<file path="src/rtl/keccak_rho_rotator.sv">
// Keccak rho-step engine working on serial 25-bit slices.
// A 5x5xLANE_W state is loaded one slice per accepted cycle (z = 0 first),
// held in 25 lane registers, then streamed back out slice by slice with each
// lane rotated by its rho offset (reduced mod LANE_W).
// Optional feature macro: ROT_INV_EN -- when defined, 'inv' is latched at start
// and selects the inverse rotation (rotate right by r_i) for that state.
module keccak_rho_rotator #(
  parameter int unsigned LANE_W = 64,
  localparam int unsigned CNT_W = $clog2(LANE_W)
) (
  input  logic        clk,
  input  logic        rst,
  input  logic        start,
  input  logic [24:0] in,
  input  logic        inValid,
  output logic        putInput,
  output logic [24:0] out,
  output logic        outReady,
  input  logic        outAck,
  output logic        ready,
  input  logic        inv
);

  typedef enum logic [1:0] {StIdle, StLoad, StUnload} state_e;

  // Rho offsets indexed by lane number x+5y; only the low CNT_W bits are used.
  localparam logic [5:0] RHO [25] = '{
    6'd0,  6'd1,  6'd62, 6'd28, 6'd27,
    6'd36, 6'd44, 6'd6,  6'd55, 6'd20,
    6'd3,  6'd10, 6'd43, 6'd25, 6'd39,
    6'd41, 6'd45, 6'd15, 6'd21, 6'd8,
    6'd18, 6'd2,  6'd61, 6'd56, 6'd14
  };

  localparam logic [CNT_W-1:0] ZLast = CNT_W'(LANE_W - 1);

  state_e             state_q;
  logic [CNT_W-1:0]   zcnt_q;
  logic [LANE_W-1:0]  lane_q [25];
  logic [CNT_W-1:0]   rd_idx [25];

`ifdef ROT_INV_EN
  logic mode_q;
`else
  logic unused_inv;
  assign unused_inv = inv;
`endif

  // Control FSM: state, slice counter and registered status outputs.
  always_ff @(posedge clk or negedge rst) begin
    if (!rst) begin
      state_q  <= StIdle;
      zcnt_q   <= '0;
      ready    <= 1'b1;
      putInput <= 1'b0;
      outReady <= 1'b0;
`ifdef ROT_INV_EN
      mode_q   <= 1'b0;
`endif
    end else begin
      unique case (state_q)
        StIdle: begin
          if (start) begin
            state_q  <= StLoad;
            zcnt_q   <= '0;
            ready    <= 1'b0;
            putInput <= 1'b1;
`ifdef ROT_INV_EN
            mode_q   <= inv;
`endif
          end
        end
        StLoad: begin
          if (inValid) begin
            if (zcnt_q == ZLast) begin
              state_q  <= StUnload;
              zcnt_q   <= '0;
              putInput <= 1'b0;
              outReady <= 1'b1;
            end else begin
              zcnt_q <= zcnt_q + CNT_W'(1);
            end
          end
        end
        StUnload: begin
          if (outAck) begin
            if (zcnt_q == ZLast) begin
              state_q  <= StIdle;
              zcnt_q   <= '0;
              outReady <= 1'b0;
              ready    <= 1'b1;
            end else begin
              zcnt_q <= zcnt_q + CNT_W'(1);
            end
          end
        end
        default: begin
          state_q  <= StIdle;
          zcnt_q   <= '0;
          ready    <= 1'b1;
          putInput <= 1'b0;
          outReady <= 1'b0;
        end
      endcase
    end
  end

  // Lane storage: each accepted slice fills bit zcnt of every lane.
  always_ff @(posedge clk or negedge rst) begin
    if (!rst) begin
      for (int i = 0; i < 25; i++) begin
        lane_q[i] <= '0;
      end
    end else if (state_q == StLoad && inValid) begin
      for (int i = 0; i < 25; i++) begin
        lane_q[i][zcnt_q] <= in[i];
      end
    end
  end

  // Per-lane read index: z - r (forward) or z + r (inverse), wrapping mod LANE_W.
  always_comb begin
    for (int i = 0; i < 25; i++) begin
      rd_idx[i] = '0;
    end
    for (int i = 0; i < 25; i++) begin
`ifdef ROT_INV_EN
      if (mode_q) begin
        rd_idx[i] = zcnt_q + RHO[i][CNT_W-1:0];
      end else begin
        rd_idx[i] = zcnt_q - RHO[i][CNT_W-1:0];
      end
`else
      rd_idx[i] = zcnt_q - RHO[i][CNT_W-1:0];
`endif
    end
  end

  // Output slice, forced to zero whenever no slice is being offered.
  always_comb begin
    out = '0;
    if (outReady) begin
      for (int i = 0; i < 25; i++) begin
        out[i] = lane_q[i][rd_idx[i]];
      end
    end
  end

endmodule
</file>
<file path="config.mk">
export PLATFORM = sky130hd
export DESIGN_NAME = keccak_rho_rotator
export DESIGN_NICKNAME = d
export VERILOG_FILES = /design/src/rtl/keccak_rho_rotator.sv
export SDC_FILE = /design/constraint.sdc
export NUM_CORES = 2
export LEC_CHECK = 0
export CORE_ASPECT_RATIO = 1.1
export CORE_MARGIN = 2
export CORE_UTILIZATION = 24
export DETAILED_ROUTE_END_ITERATION = 6
export SLEW_MARGIN = 20
export SYNTH_ARGS = -nofsm -noshare
export SYNTH_HDL_FRONTEND = slang
export SYNTH_SLANG_ARGS = --single-unit
</file>
<file path="constraint.sdc">
create_clock -name clk -period 6.28 [get_ports clk]
set_input_delay 1.256 -clock clk [delete_from_list [all_inputs] [get_ports clk]]
set_output_delay 1.256 -clock clk [all_outputs]
set_load 0.05 [all_outputs]
</file>
== After elaboration in Yosys (flattened, before gate mapping) ==
Index checks and enable logic that the tools add are counted.
W data, S select, Z words.

* Memory bits (writable): 0
* Memory bits (read-only): 0
* Memories: 0
* Flip-flop bits (word level): 1611
* Input port bits: 31
* Logic and storage cells: 200
* Bits in latches: 0
* Output and inout bits: 28

* Bitwise gates (word level): 3
* Shift-type cells: 0
* Eq/ne operators: 8
* Order comparisons: 26
* $mul: 0
* Divide/modulo/power cells: 0
* $add $sub $neg: 25
* Reductions and logical operators: 8
* Mux-type cells: 100

{| class="wikitable"
|+ Operators with widths
! cell !! count
|-
| $bwmux W64 || 25
|-
| $lt A6 B7 Y1 const B || 25
|-
| $bmux W1 S6 || 25
|-
| $sub A6 B6 Y6 const B || 10
|-
| $sub A6 B5 Y6 const B || 6
|-
| $mux W1 || 34
|-
| $mux W25 || 1
|-
| $mux W6 || 4
|-
| $sub A6 B4 Y6 const B || 4
|-
| $pmux W6 S3 || 1
|-
| $sub A6 B2 Y6 const B || 2
|-
| $mux W2 || 5
|-
| $ne A2 B2 Y1 const B || 5
|-
| $reduce_and A5 Y1 || 2
|-
| $pmux W1 S3 || 3
|-
| $reduce_and A4 Y1 || 2
|-
| $add A6 B1 Y6 const B || 1
|-
| $demux W1 S6 || 1
|-
| $eq A6 B6 Y1 const B || 1
|-
| $ge A6 B1 Y1 const B || 1
|-
| $pmux W2 S3 || 1
|-
| $sub A6 B1 Y6 const B || 1
|-
| $sub A6 B3 Y6 const B || 1
|-
| $not A1 Y1 || 3
|-
| other kinds (5) || 6
|}

== Longest topological paths before layout ==
* Word-level depth: 5
* Gate-level depth with buffers: 14
* Mapped depth without buffers: 8

== Least setup slack after synthesis ==
No wires, ideal clock.

* Path type: register to output
* Start: reg zcnt_q[1]
* End: out out[8]
* Required time: 5.024 ns
* Data arrival time: 4.087 ns
* Buffers on the path: 6
* Path slack: 0.937 ns
* Stages on the path, launching flop included: 14
* Cell sequence: dfrtp_1 > buf_2 > buf_1 > buf_2 > inv_2 > ha_1 > buf_2 > buf_2 > clkbuf_1 > mux4_2 > mux2i_1 > mux2i_1 > nor2_1 > o31ai_1

* Word-level cells in the longest chain between the ends: 4

{| class="wikitable"
|+ RTL lines
! what !! RTL line !! text
|-
| start: declaration || 38 || <nowiki>logic [CNT_W-1:0] zcnt_q;</nowiki>
|-
| start signal: assignment || 81 || <nowiki>zcnt_q <= zcnt_q + CNT_W'(1);</nowiki>
|-
| start signal: assignment || 93 || <nowiki>zcnt_q <= zcnt_q + CNT_W'(1);</nowiki>
|-
| $sub A6 B6 Y6 || 134 || <nowiki>rd_idx[i] = zcnt_q - RHO[i][CNT_W-1:0];</nowiki>
|-
| $bmux W1 S6 || 144 || <nowiki>out[i] = lane_q[i][rd_idx[i]];</nowiki>
|-
| $mux W1 (not written as such) || 144 ||
|-
| $mux W25 || 142 || <nowiki>if (outReady) begin</nowiki>
|-
| end: declaration || 17 || <nowiki>output logic [24:0] out,</nowiki>
|}

Every way passes these cells. The select of a mux whose other input is x is not followed.

== Worst setup path in the final report ==
* Start: reg zcnt_q[0]
* End: out out[16]

Same word-level chain as after synthesis.

==> impl_results.md <==
- Status: finished, final reports clean
- Inserted Clock Buffers: 177
- Pin count of the biggest net entering global routing: 186
- Layout Skew: 0.0414 ns
- Syn Nets: 4,669
- VDD IR max: around 0.00032 V
- Worst Path Max Fanout: 30
- Leak: 39.4 nW
- Top post-synthesis cells by area: dfrtp_1 (54%), mux2_2 (24%), mux4_2 (14%)
- Final-stage net count: ~4,700
- Ys flop type: dfrtp_1
- Via Count: around 42,000
- RSZ-0062 raised after global routing: no
- Largest family of logic cells by synthesized area: multiplexers
- Final TNS setup: 0 ns
- Count leader, synth: dfrtp_1
- Post-synth EDFFs: 0
- First-pass GRT wire length: approximately 330,000 um
- Root Buffer: clkbuf_16
- Setup CP Type: flop to output port
- Post-synthesis mux area share: 0.393
- WL final: between 200,000 and 250,000 um
- Final setup vio count: 0
- CP Capture Type: output port
- Async SR Flop Fraction: 1.00
- Simple-gate share of the synthesized area: 0.0159
- Pwr/cell area: 324 nW/um2
- Final Max Slew Viols: 0
- Synth warn: 0
- Clock Path Buffers: 3
- Final Hold Vio Count: 0
- Synth Area in Compound Gates: 0.0102
- Post-synth top area share: 0.540
- Die ar.: between 300,000 and 400,000 um2
- GP Congestion: about 0.82
- Vias in the first global route: roughly 45,000
- GRT Util Overall: 0.144
- Fin area: between 80,000 and 90,000 um2
- Post-Synthesis Cells: between 4,000 and 5,000
- PnR Total Power: around 28 mW
- Core Rows: roughly 210
- Clk slew on worst S/H paths: 0.06 ns
- I/O pins: approximately 60
- Routed Antenna Nets: 0
- Tmin final: about 6 ns
- Fin crit share: 0.963
- Placed Cells: 8,519
- FF+latch count, synth: between 1,500 and 2,000
- Wirelength per Cell: roughly 26 um
- Worst hold path type: primary input to async pin
- Fill cells: about 31,000
- Final WS setup: 0.230 ns
- Initial DRT Pass Iterations: 6
- DP Area: 80,400 um2
- Worst path required time: 5.02 ns
- Dpl ws: 0.991 ns
- Layout cells sized above 1: 0.558
- Cell taking the most area after synthesis: dfrtp_1
- Worst setup SP type: flop
- Adder-Cell Fraction of Synth Area: 0.00352
- Max_cap viols: 0
- Peak Freq: 165 MHz
- Finished Layout Cells: approximately 8,900
- Initial DRC count: roughly 3,400
- Min Hold Slack: between 0.3 and 0.4 ns
- Post-DP HPWL: between 100,000 and 150,000 um
- CTS tree: yes
- Die width: roughly 540 um
- Post-synthesis cell area: ~75,000 um2
- Distinct cells, synth: between 60 and 70
- Worst-Margin Slew: between 1 and 1.5 ns
- Die height: around 600 um
- Area Growth Syn to Fin: 16.0%
- Initial antenna violation count: 22
- Worst-Skew Late Latency: 0.83 ns
- Core Area: about 310,000 um2
- Final Util: 0.280
- Post-CTS setup buffer count: 0
- Xor/xnor share of the synthesized area: 0.00582
- DR vias/cell: roughly 4.8
- Clock sinks: about 1,600
- # H-tree levels: 4
- Commonest cells in the netlist: dfrtp_1 (1,610), mux2_2 (1,581), mux4_2 (466)
- Worst path arrival time: between 4 and 5 ns
- I/O Buffers: between 50 and 60
- Sequential-to-total area share from yosys stat: 0.541
- Initial core utilization: 0.241
- Syn avg cell area: ~16 um2
- Post-detailed-route DRC marker count: 0
- Grt ovf: 0
- Max-Slew Margin vs Limit: 0.189
power breakdown:
part | switching, mW | total (mW) | internal [mW] | leakage [nW]
registers | 0.335 | 11.2 | 10.9 | 22.4
logic | 3.76 | 6.27 | 2.51 | 14.1
clock network | 4.40 | 10.5 | 6.08 | 2.89
layout make-up:
cell class / count / area (um2) / share of cell area
repair buffers: 239 / 2580 / 0.0298
flip-flops and latches: 1611 / 40300 / 0.467
inverters: 19 / 71.3 / 0.000825
multi-input cells: 2551 / 32400 / 0.375
diodes: 8 / 20.0 / 0.000232
well taps: 4104 / 5130 / 0.0594
clock inverters: 46 / 598 / 0.00692
clock buffers: 275 / 5300 / 0.0613
placed cells by master, fill, tap and decap left out, types with 5 or more instances in the layout:
| cell type | netlist | final |
|---|---|---|
| a2111oi_0 | 7 | 7 |
| a21oi_1 | 27 | 27 |
| a2bb2oi_1 | 5 | 5 |
| and2_1 | 7 | 7 |
| and3_1 | 11 | 11 |
| buf_12 | 0 | 57 |
| buf_16 | 0 | 5 |
| buf_2 | 97 | 18 |
| buf_4 | 93 | 153 |
| bufinv_16 | 0 | 6 |
| clkbuf_1 | 199 | 52 |
| clkbuf_16 | 0 | 181 |
| clkbuf_8 | 0 | 42 |
| clkdlybuf4s50_1 | 0 | 6 |
| clkinv_16 | 0 | 5 |
| clkinv_2 | 0 | 23 |
| clkinv_8 | 0 | 5 |
| dfrtp_1 | 1610 | 1605 |
| diode_2 | 0 | 8 |
| ha_1 | 21 | 19 |
| inv_1 | 15 | 15 |
| mux2_1 | 29 | 29 |
| mux2_2 | 1581 | 1581 |
| mux2i_1 | 67 | 67 |
| mux4_2 | 466 | 466 |
| nand2_1 | 70 | 70 |
| nand2b_1 | 6 | 6 |
| nand3_1 | 17 | 17 |
| nand4_1 | 14 | 14 |
| nor2_1 | 48 | 22 |
| nor2_4 | 0 | 64 |
| o21ai_0 | 12 | 12 |
| o22ai_1 | 14 | 13 |
| o31ai_1 | 8 | 8 |
| xnor2_1 | 30 | 26 |
| xnor2_2 | 2 | 6 |
| xor2_1 | 14 | 12 |
timing repair:
action	in CTS	in global routing
gates resized for setup	0	1
setup endpoints to repair	0	1
hold endpoints to repair	0	0
hold buffers	0	0
worst paths after layout:
check                            start          end  slack (ns)  cells past startpoint
max                          zcnt_q[0]      out[16]        0.23                      9
min reg2reg                lane_q[258]  lane_q[258]        0.48                      1
max in group asynchronous          rst  lane_q[790]        4.21                      2
min                                rst  lane_q[187]        0.38                      1
min in group clk           lane_q[258]  lane_q[258]        0.48                      1
max reg2reg                  zcnt_q[1]  lane_q[656]        1.90                      7
cells by family (layout without fill, tap and decap cells):
family,Yosys count,in the layout
compound gates,111,111
xor+xnor,47,47
fa+ha+maj,21,21
buf+inv,455,579
flops,1611,1611
mux,2143,2143
other cells,0,8
simple gates,229,229
registers in the layout, indices dropped and copies added, names as in the netlist:
signal	flops
zcnt_q	6
lane_q	1600
putInput	1
ready	1
state_q	2
outReady	1
metal layers:
metal,global-route usage,wire [um],vias up
met4,0.0511,8780,14
li1,-,-,17100
met1,0.195,98900,23500
met2,0.230,107000,1238
met5,0,78,-
met3,0.0288,13800,417
critical path, stage by stage, from the launching register on:
cell	delay, ns
dfrtp_4	0.86
inv_1	0.25
ha_4	0.68
buf_4	0.43
mux4_2	0.36
mux4_2	0.47
mux2_2	0.30
nand3_1	0.11
o31ai_1	0.23
buf_12	0.24
Power figures use the tool's default switching activity.
